## src/rtl/mem_port_arbiter.sv

```systemverilog
// Fetch/data arbiter that serialises two requesters onto one fixed-latency memory port.
// Build option: define MEM_ARB_RR_EN for round-robin arbitration (default: fixed data priority).
module mem_port_arbiter #(
  parameter int ADDR_W  = 32,
  parameter int DATA_W  = 32,
  parameter int MEM_LAT = 1
) (
  input  logic                clk,
  input  logic                rst,
  input  logic                if_req,
  input  logic [ADDR_W-1:0]   if_addr,
  output logic                if_ready,
  output logic [DATA_W-1:0]   if_rdata,
  input  logic                d_req,
  input  logic                d_we,
  input  logic [DATA_W/8-1:0] d_be,
  input  logic [ADDR_W-1:0]   d_addr,
  input  logic [DATA_W-1:0]   d_wdata,
  output logic                d_ready,
  output logic [DATA_W-1:0]   d_rdata,
  output logic                mem_en,
  output logic [DATA_W/8-1:0] mem_we,
  output logic [ADDR_W-1:0]   mem_addr,
  output logic [DATA_W-1:0]   mem_wdata,
  input  logic [DATA_W-1:0]   mem_rdata,
  output logic                busy,
  output logic                owner
);

  localparam int         BE_W      = DATA_W / 8;
  localparam logic [3:0] WAIT_LOAD = 4'(MEM_LAT - 1);

  typedef enum logic [1:0] {IDLE, ACCESS, WAIT, RESP} state_t;

  state_t              state, state_next;
  logic [3:0]          cnt, cnt_next;
  logic                any_req;
  logic                grant_data;
  logic                last_wait;
  logic                lat_store;
  logic [ADDR_W-1:0]   lat_addr;
  logic [BE_W-1:0]     lat_be;
  logic [DATA_W-1:0]   lat_wdata;

  assign any_req   = if_req | d_req;
  assign last_wait = (state == WAIT) && (cnt == 4'd0);

  always_comb begin
`ifdef MEM_ARB_RR_EN
    // On contention hand the grant to whichever port did not win last time.
    if (if_req && d_req) grant_data = ~owner;
    else                 grant_data = d_req;
`else
    grant_data = d_req;
`endif
  end

  always_comb begin
    // NOTE: every combinational output gets a default before the case, so no path can infer a latch.
    state_next = state;
    cnt_next   = cnt;
    case (state)
      IDLE: begin
        if (any_req) state_next = ACCESS;
      end
      ACCESS: begin
        state_next = WAIT;
        cnt_next   = WAIT_LOAD;
      end
      WAIT: begin
        if (cnt == 4'd0) state_next = RESP;
        else             cnt_next   = cnt - 4'd1;
      end
      RESP: begin
        state_next = IDLE;
      end
      default: begin
        state_next = IDLE;
        cnt_next   = '0;
      end
    endcase
  end

  always_ff @(posedge clk) begin
    // NOTE: sequential state uses non-blocking assignments so every register samples pre-edge values.
    if (rst) begin
      state     <= IDLE;
      cnt       <= '0;
      owner     <= 1'b0;
      lat_store <= 1'b0;
      lat_addr  <= '0;
      lat_be    <= '0;
      lat_wdata <= '0;
      if_rdata  <= '0;
      d_rdata   <= '0;
    end else begin
      state <= state_next;
      cnt   <= cnt_next;
      // The grant cycle is the only point where requester fields are observed.
      if (state == IDLE && any_req) begin
        owner     <= grant_data;
        lat_store <= grant_data & d_we;
        lat_addr  <= grant_data ? d_addr : if_addr;
        lat_be    <= (grant_data && d_we) ? d_be : '0;
        lat_wdata <= grant_data ? d_wdata : '0;
      end
      if (last_wait) begin
        if (!owner)          if_rdata <= mem_rdata;
        else if (!lat_store) d_rdata  <= mem_rdata;
      end
    end
  end

  // Memory-side fields are gated so the bus reads as zero outside the strobe cycle.
  assign mem_en    = (state == ACCESS);
  assign mem_addr  = mem_en ? lat_addr  : '0;
  assign mem_we    = mem_en ? lat_be    : '0;
  assign mem_wdata = mem_en ? lat_wdata : '0;

  assign if_ready  = (state == RESP) && !owner;
  assign d_ready   = (state == RESP) &&  owner;
  assign busy      = (state != IDLE);

endmodule

```

## config.mk

```make
export PLATFORM = sky130hd
export DESIGN_NAME = mem_port_arbiter
export DESIGN_NICKNAME = d
export VERILOG_FILES = /design/src/rtl/mem_port_arbiter.sv
export SDC_FILE = /design/constraint.sdc
export NUM_CORES = 1
export LEC_CHECK = 0
export BUFFER_PORTS_ARGS = -buffer_cell sky130_fd_sc_hd__buf_2
export CAP_MARGIN = 5
export CORE_ASPECT_RATIO = 0.6
export CORE_MARGIN = 3
export CORE_UTILIZATION = 30
export CTS_BUF_LIST = sky130_fd_sc_hd__clkbuf_8 sky130_fd_sc_hd__clkbuf_16
export DETAILED_ROUTE_END_ITERATION = 8
export SKIP_CTS_REPAIR_TIMING = 1
export SLEW_MARGIN = 20
export SYNTH_ARGS = -nofsm -noshare
export SYNTH_HDL_FRONTEND = slang
export SYNTH_SLANG_ARGS = --single-unit
```

## constraint.sdc

```tcl
create_clock -name clk -period 1.9 [get_ports clk]
set_clock_uncertainty 0.1 [all_clocks]
set_input_delay 0.095 -clock clk [delete_from_list [all_inputs] [get_ports clk]]
set_output_delay 0.095 -clock clk [all_outputs]
set_load 0.005 [all_outputs]
```

After elaboration in Yosys (flattened, before gate mapping)
Cells that the tools add are included.
{"block": "classes", "magnitude_cmp": 0, "shift": 0, "div": 0, "n_mux": 11, "n_addsub": 1, "multipliers": 0, "eq_ne": 6, "n_bitwise": 4, "n_reduce_logical": 14}
{"op": "32-bit two-way mux", "count": 4}
{"op": "4-bit two-way mux", "count": 3}
{"op": "2-bit one-hot mux with 4 select lines", "count": 1}
{"op": "4-bit one-hot mux with 2 select lines", "count": 1}
{"op": "2-bit AND reduction", "count": 3}
{"op": "1-bit logical AND", "count": 5}
{"op": "2-bit equality test, second input constant", "count": 2}
{"op": "4-bit zero test", "count": 1}
{"op": "2-bit two-way mux", "count": 2}
{"op": "2-bit != test, second input constant", "count": 2}
{"op": "2-bit nonzero test", "count": 2}
{"op": "4-bit by 1-bit subtractor with 4-bit output, second input constant", "count": 1}
{"op": "3-bit AND reduction", "count": 1}
{"op": "2-bit by 1-bit equality test with 1-bit output, second input constant", "count": 1}
{"op": "2-bit zero test", "count": 1}
{"op": "2-bit by 1-bit != test with 1-bit output, second input constant", "count": 1}
{"op": "1-bit NOT", "count": 2}
{"op": "1-bit AND", "count": 1}
{"op": "1-bit zero test", "count": 1}
{"op": "1-bit bitwise OR", "count": 1}
{"block": "totals", "elab_cells": 45, "memories": 0, "mem_bits_rw": 0, "latchBits": 0, "output_inout_bits": 137, "ff_bits": 140, "rom_bits": 0}

Logic depth before layout (Yosys ltp)
{"block": "logic_depth", "depth_word": 3, "ltp_mapped": 8, "ltp_nobuf": 5}

Least setup slack after synthesis
No wires, ideal clock.
{"block": "synth_path", "path_type": "register to register", "start": "register state[0]", "end": "register if_rdata[13]", "setup_ps": 70, "arrival_ps": 1411, "setup_slack_ps": 318, "path_stages_with_launch": 9, "path_cell_list": "dfxtp_1 > inv_1 > ha_1 > buf_6 > and4bb_4 > buf_6 > buf_6 > nand3_1 > a21oi_1"}
{"block": "synth_via", "elab_chain_len": 3}
{"element": "from (decl)", "line": "35", "rtl": "state_t state, state_next;"}
{"element": "from (signal assigned)", "line": "97", "rtl": "state <= state_next;"}
{"element": "2-bit equality test", "line": "46", "rtl": "assign last_wait = (state == WAIT) && (cnt == 4'd0);"}
{"element": "1-bit logical AND", "line": "46"}
{"element": "2-bit AND reduction (no line)"}
{"element": "to (signal assigned)", "line": "108", "rtl": "if (!owner) if_rdata <= mem_rdata;"}
{"element": "to (decl)", "line": "13", "rtl": "output logic [DATA_W-1:0] if_rdata,"}
Every way passes these cells.
A chain may end at the register's enable or synchronous reset.

Worst setup path in the final report
{"block": "layout_path", "start": "register state[1]", "end": "output mem_wdata[23]"}
{"block": "layout_via", "elab_chain_len": 2}
{"element": "2-bit by 1-bit equality test with 1-bit output", "line": "115", "rtl": "assign mem_en = (state == ACCESS);"}
{"element": "32-bit two-way mux", "line": "118", "rtl": "assign mem_wdata = mem_en ? lat_wdata : '0;"}
{"element": "to (decl)", "line": "24", "rtl": "output logic [DATA_W-1:0] mem_wdata,"}
Every way passes these cells.

==> flow_summary_export.csv <==
group,metric,value,unit
status,status,"finished with violations",
status,violations,"negative hold slack",
routing,dr_total_vias,6606,
worst_hold_path,hp-class,"in -> reg",
worst_setup_path,path_class,"reg -> out",
synth,synth_top_cell_area_share,45.89,%
synth,synth_top_family_by_area,"simple AND/OR/NAND/NOR gates",
synth,synthAdderAreaFrac,1.229,%
synth,synth_area,6107,um^2
clock_network,cts_tree,"done",
power,p_clk_share,31.7,%
routing,ant_nets,0,
final_layout,fillCellCount,1832,
floorplan,initial_utilization,31.37,%
synth,avgSynthCellArea,8.424,um^2
place,dpl.hpwl,14.01,mm
clock_network,cts_root_buf,"clkbuf_16",
routing,wl,21.42,mm
power,p_per_area,1178,nW/um^2
clock_network,htreeDepth,4,
floorplan,core,19470,um^2
floorplan,io_pins,274,
routing,via_per_inst,4.832,
synth,async_reset_ff_share,0,%
floorplan,rows,39,
power,leakage,4.306,nW
final_layout,layout_commonest_cell,"buf_2",
synth,syn_nets,868,
power,p_int,7.459,mW
synth,synth.mux.area_fraction,5.409,%
final_layout,final_cell_mix,"buf_2 (272), dfxtp_1 (139), dlygate4sd3_1 (118)",
place,pre_cts_slack,0.2052,ns
timing,timing_hold_violations_final,4,
synth,synthXorXnorAreaFrac,0,%
synth,synth.distinct_cells,34,
power,p_switching,3.861,mW
timing,period_minus_slack,1.761,ns
synth,yosysSeqAreaShare,45.89,%
worst_setup_path,start_kind,"flop",
worst_setup_path,reg2reg_slack,0.18,ns
timing,tightest_slew,0.5450,ns
worst_setup_path,crit_arrival,1.57,ns
global_routing,antenna_found_initial,0,
global_routing,grt_max_degree,65,
synth,synth_cells,725,
timing,period_share,92.67,%
power,total_power,11.32,mW
power,ir_drop,0.6578,mV
clock_network,clockBufferDepth,2,
final_layout,diodes,0,
place,io_buffers,273,
global_routing,track_usage,17.27,%
power,p_sw_share,34.11,%
clock_network,cts_buffers,17,
place,place_congestion,0.7592,
timing,fmax,568.0,MHz
floorplan,fp.dieH,116.5,um
timing,finalSetupTns,0,ns
clock_network,cts_sinks,140,
synth,ys_ff_latch,140,
synth,synth_top_area_cell,"dfxtp_1",
flow_run,cap_viol_max_count,0,
final_layout,drive_gt1_share,30.97,%
global_routing,gr-total-overflow,0,
timing,slew_viol_final,0,
timing,worst_slack,0.1393,ns
worst_setup_path,cp.required,1.70,ns
synth,synth_ff_type,"dfxtp_1",
clock_network,clk-insertion-delay-late,0.41,ns
global_routing,grt_pass1_vias,5730,
worst_setup_path,cp_max_fo,26,
routing,drcViolationCount,0,
routing,wire_per_inst,15.67,um
timing,whs,-0.04446,ns
timing,setup_viol,0,
floorplan,die_w,190.2,um
power,pwr-share-comb,35.0,%
global_routing,grt_pass1_wl,30.50,mm
timing,rsz0062_at_grt,"no",
routing,dr.first_iter.drc_count,324,
final_layout,syn_to_final_growth,57.37,%
synth,yosys_warnings,0,
floorplan,die_area,22160,um^2
timing,maxSlewHeadroom,63.67,%
synth,synth_compound_area_share,19.14,%
routing,drtPass1Iterations,6,
final_layout,nets,1231,
clock_network,clk_pin_slew,0.06,ns
worst_setup_path,critPathCaptureType,"output port",
synth,synth_edf_count,0,
synth,synth_area_leaders,"dfxtp_1 (46%), a21oi_1 (8.3%), nand3_1 (7.9%)",
power,p_seq_share,33.3,%
synth,synth-simple-area-share,21.53,%
synth_stat cells, types with 2 or more instances:
cell,n
nor2b_1,2
buf_2,17
o21ai_1,17
buf_6,9
nand3_1,97
nor3_1,2
a22oi_1,5
buf_4,6
nand2b_1,3
and2_1,69
inv_1,6
clkbuf_2,3
a21oi_1,101
a211oi_1,32
clkbuf_1,39
nor3b_1,2
mux2i_1,33
dfxtp_1,140
ha_1,6
nor2_1,39
o21ai_0,51
nand2_1,34
through the flow:
step	hold WS (ns)	utilization [%]	cells	area (um^2)
floorplan	0.1427	-	725	6107
global placement	0.2349	39.84	1214	7757
detailed placement	0.2477	39.84	1214	7757
CTS	-0.1943	43.11	1246	8393
global route	-0.01913	49.36	1367	9610
finish	-0.04446	49.36	1367	9610
power groups by stage:
stage	clock network, mW	logic [mW]	registers [mW]
final	3.59	3.96	3.77
after global routing	3.81	4.38	3.84
after CTS	3.67	3.68	3.76
after detailed placement	0	3.67	3.81
after global placement	0	3.67	3.80
after floorplan	0	2.32	3.76
path summary, 6_finish.rpt:
check             cells past startpoint             to         start
setup / recovery                      5  mem_wdata[23]      state[1]
hold / removal                        3   lat_addr[25]    d_addr[25]
setup reg to reg                      6   lat_addr[10]      state[0]
hold reg to reg                       2   lat_wdata[2]  lat_wdata[2]
final cells by class:
class / count / area [um^2] / area share [%]
multi-input combinational: 505 / 2913 / 30.31
timing repair buffer: 418 / 2903 / 30.20
sequential: 140 / 2804 / 29.18
clock buffer: 20 / 466.7 / 4.856
tap: 266 / 332.8 / 3.463
clock inverter: 12 / 168.9 / 1.758
inverter: 6 / 22.52 / 0.2343
worst max-delay path: stages, from the launching register on:
cell and delay (ns):
dfxtp_2 0.34, inv_2 0.09, ha_4 0.25, buf_12 0.18
and2_1 0.15, buf_2 0.12
kinds of logic after synthesis:
group,Yosys count
flip-flops,140
multiplexers,33
adder cells (fa/ha/maj),6
AND/OR/NAND/NOR,255
AO/OA/AOI/OAI,211
buffers and inverters,80
registers in the layout, indices dropped and copies added (netlist names):
name / count
lat_store: 1
lat_wdata: 32
if_rdata: 32
cnt: 4
owner: 1
state: 2
lat_be: 4
lat_addr: 32
d_rdata: 32
per-layer routing:
layer / routed length [um] / GRT usage [%] / up-vias
li1: - / - / 3250
met1: 9885 / 23.59 / 3092
met2: 9517 / 25.48 / 244
met3: 1787 / 6.749 / 20
met4: 232 / 4.690 / 0
met5: 0 / 0 / -
No activity file was read; power rests on OpenSTA's default activity.
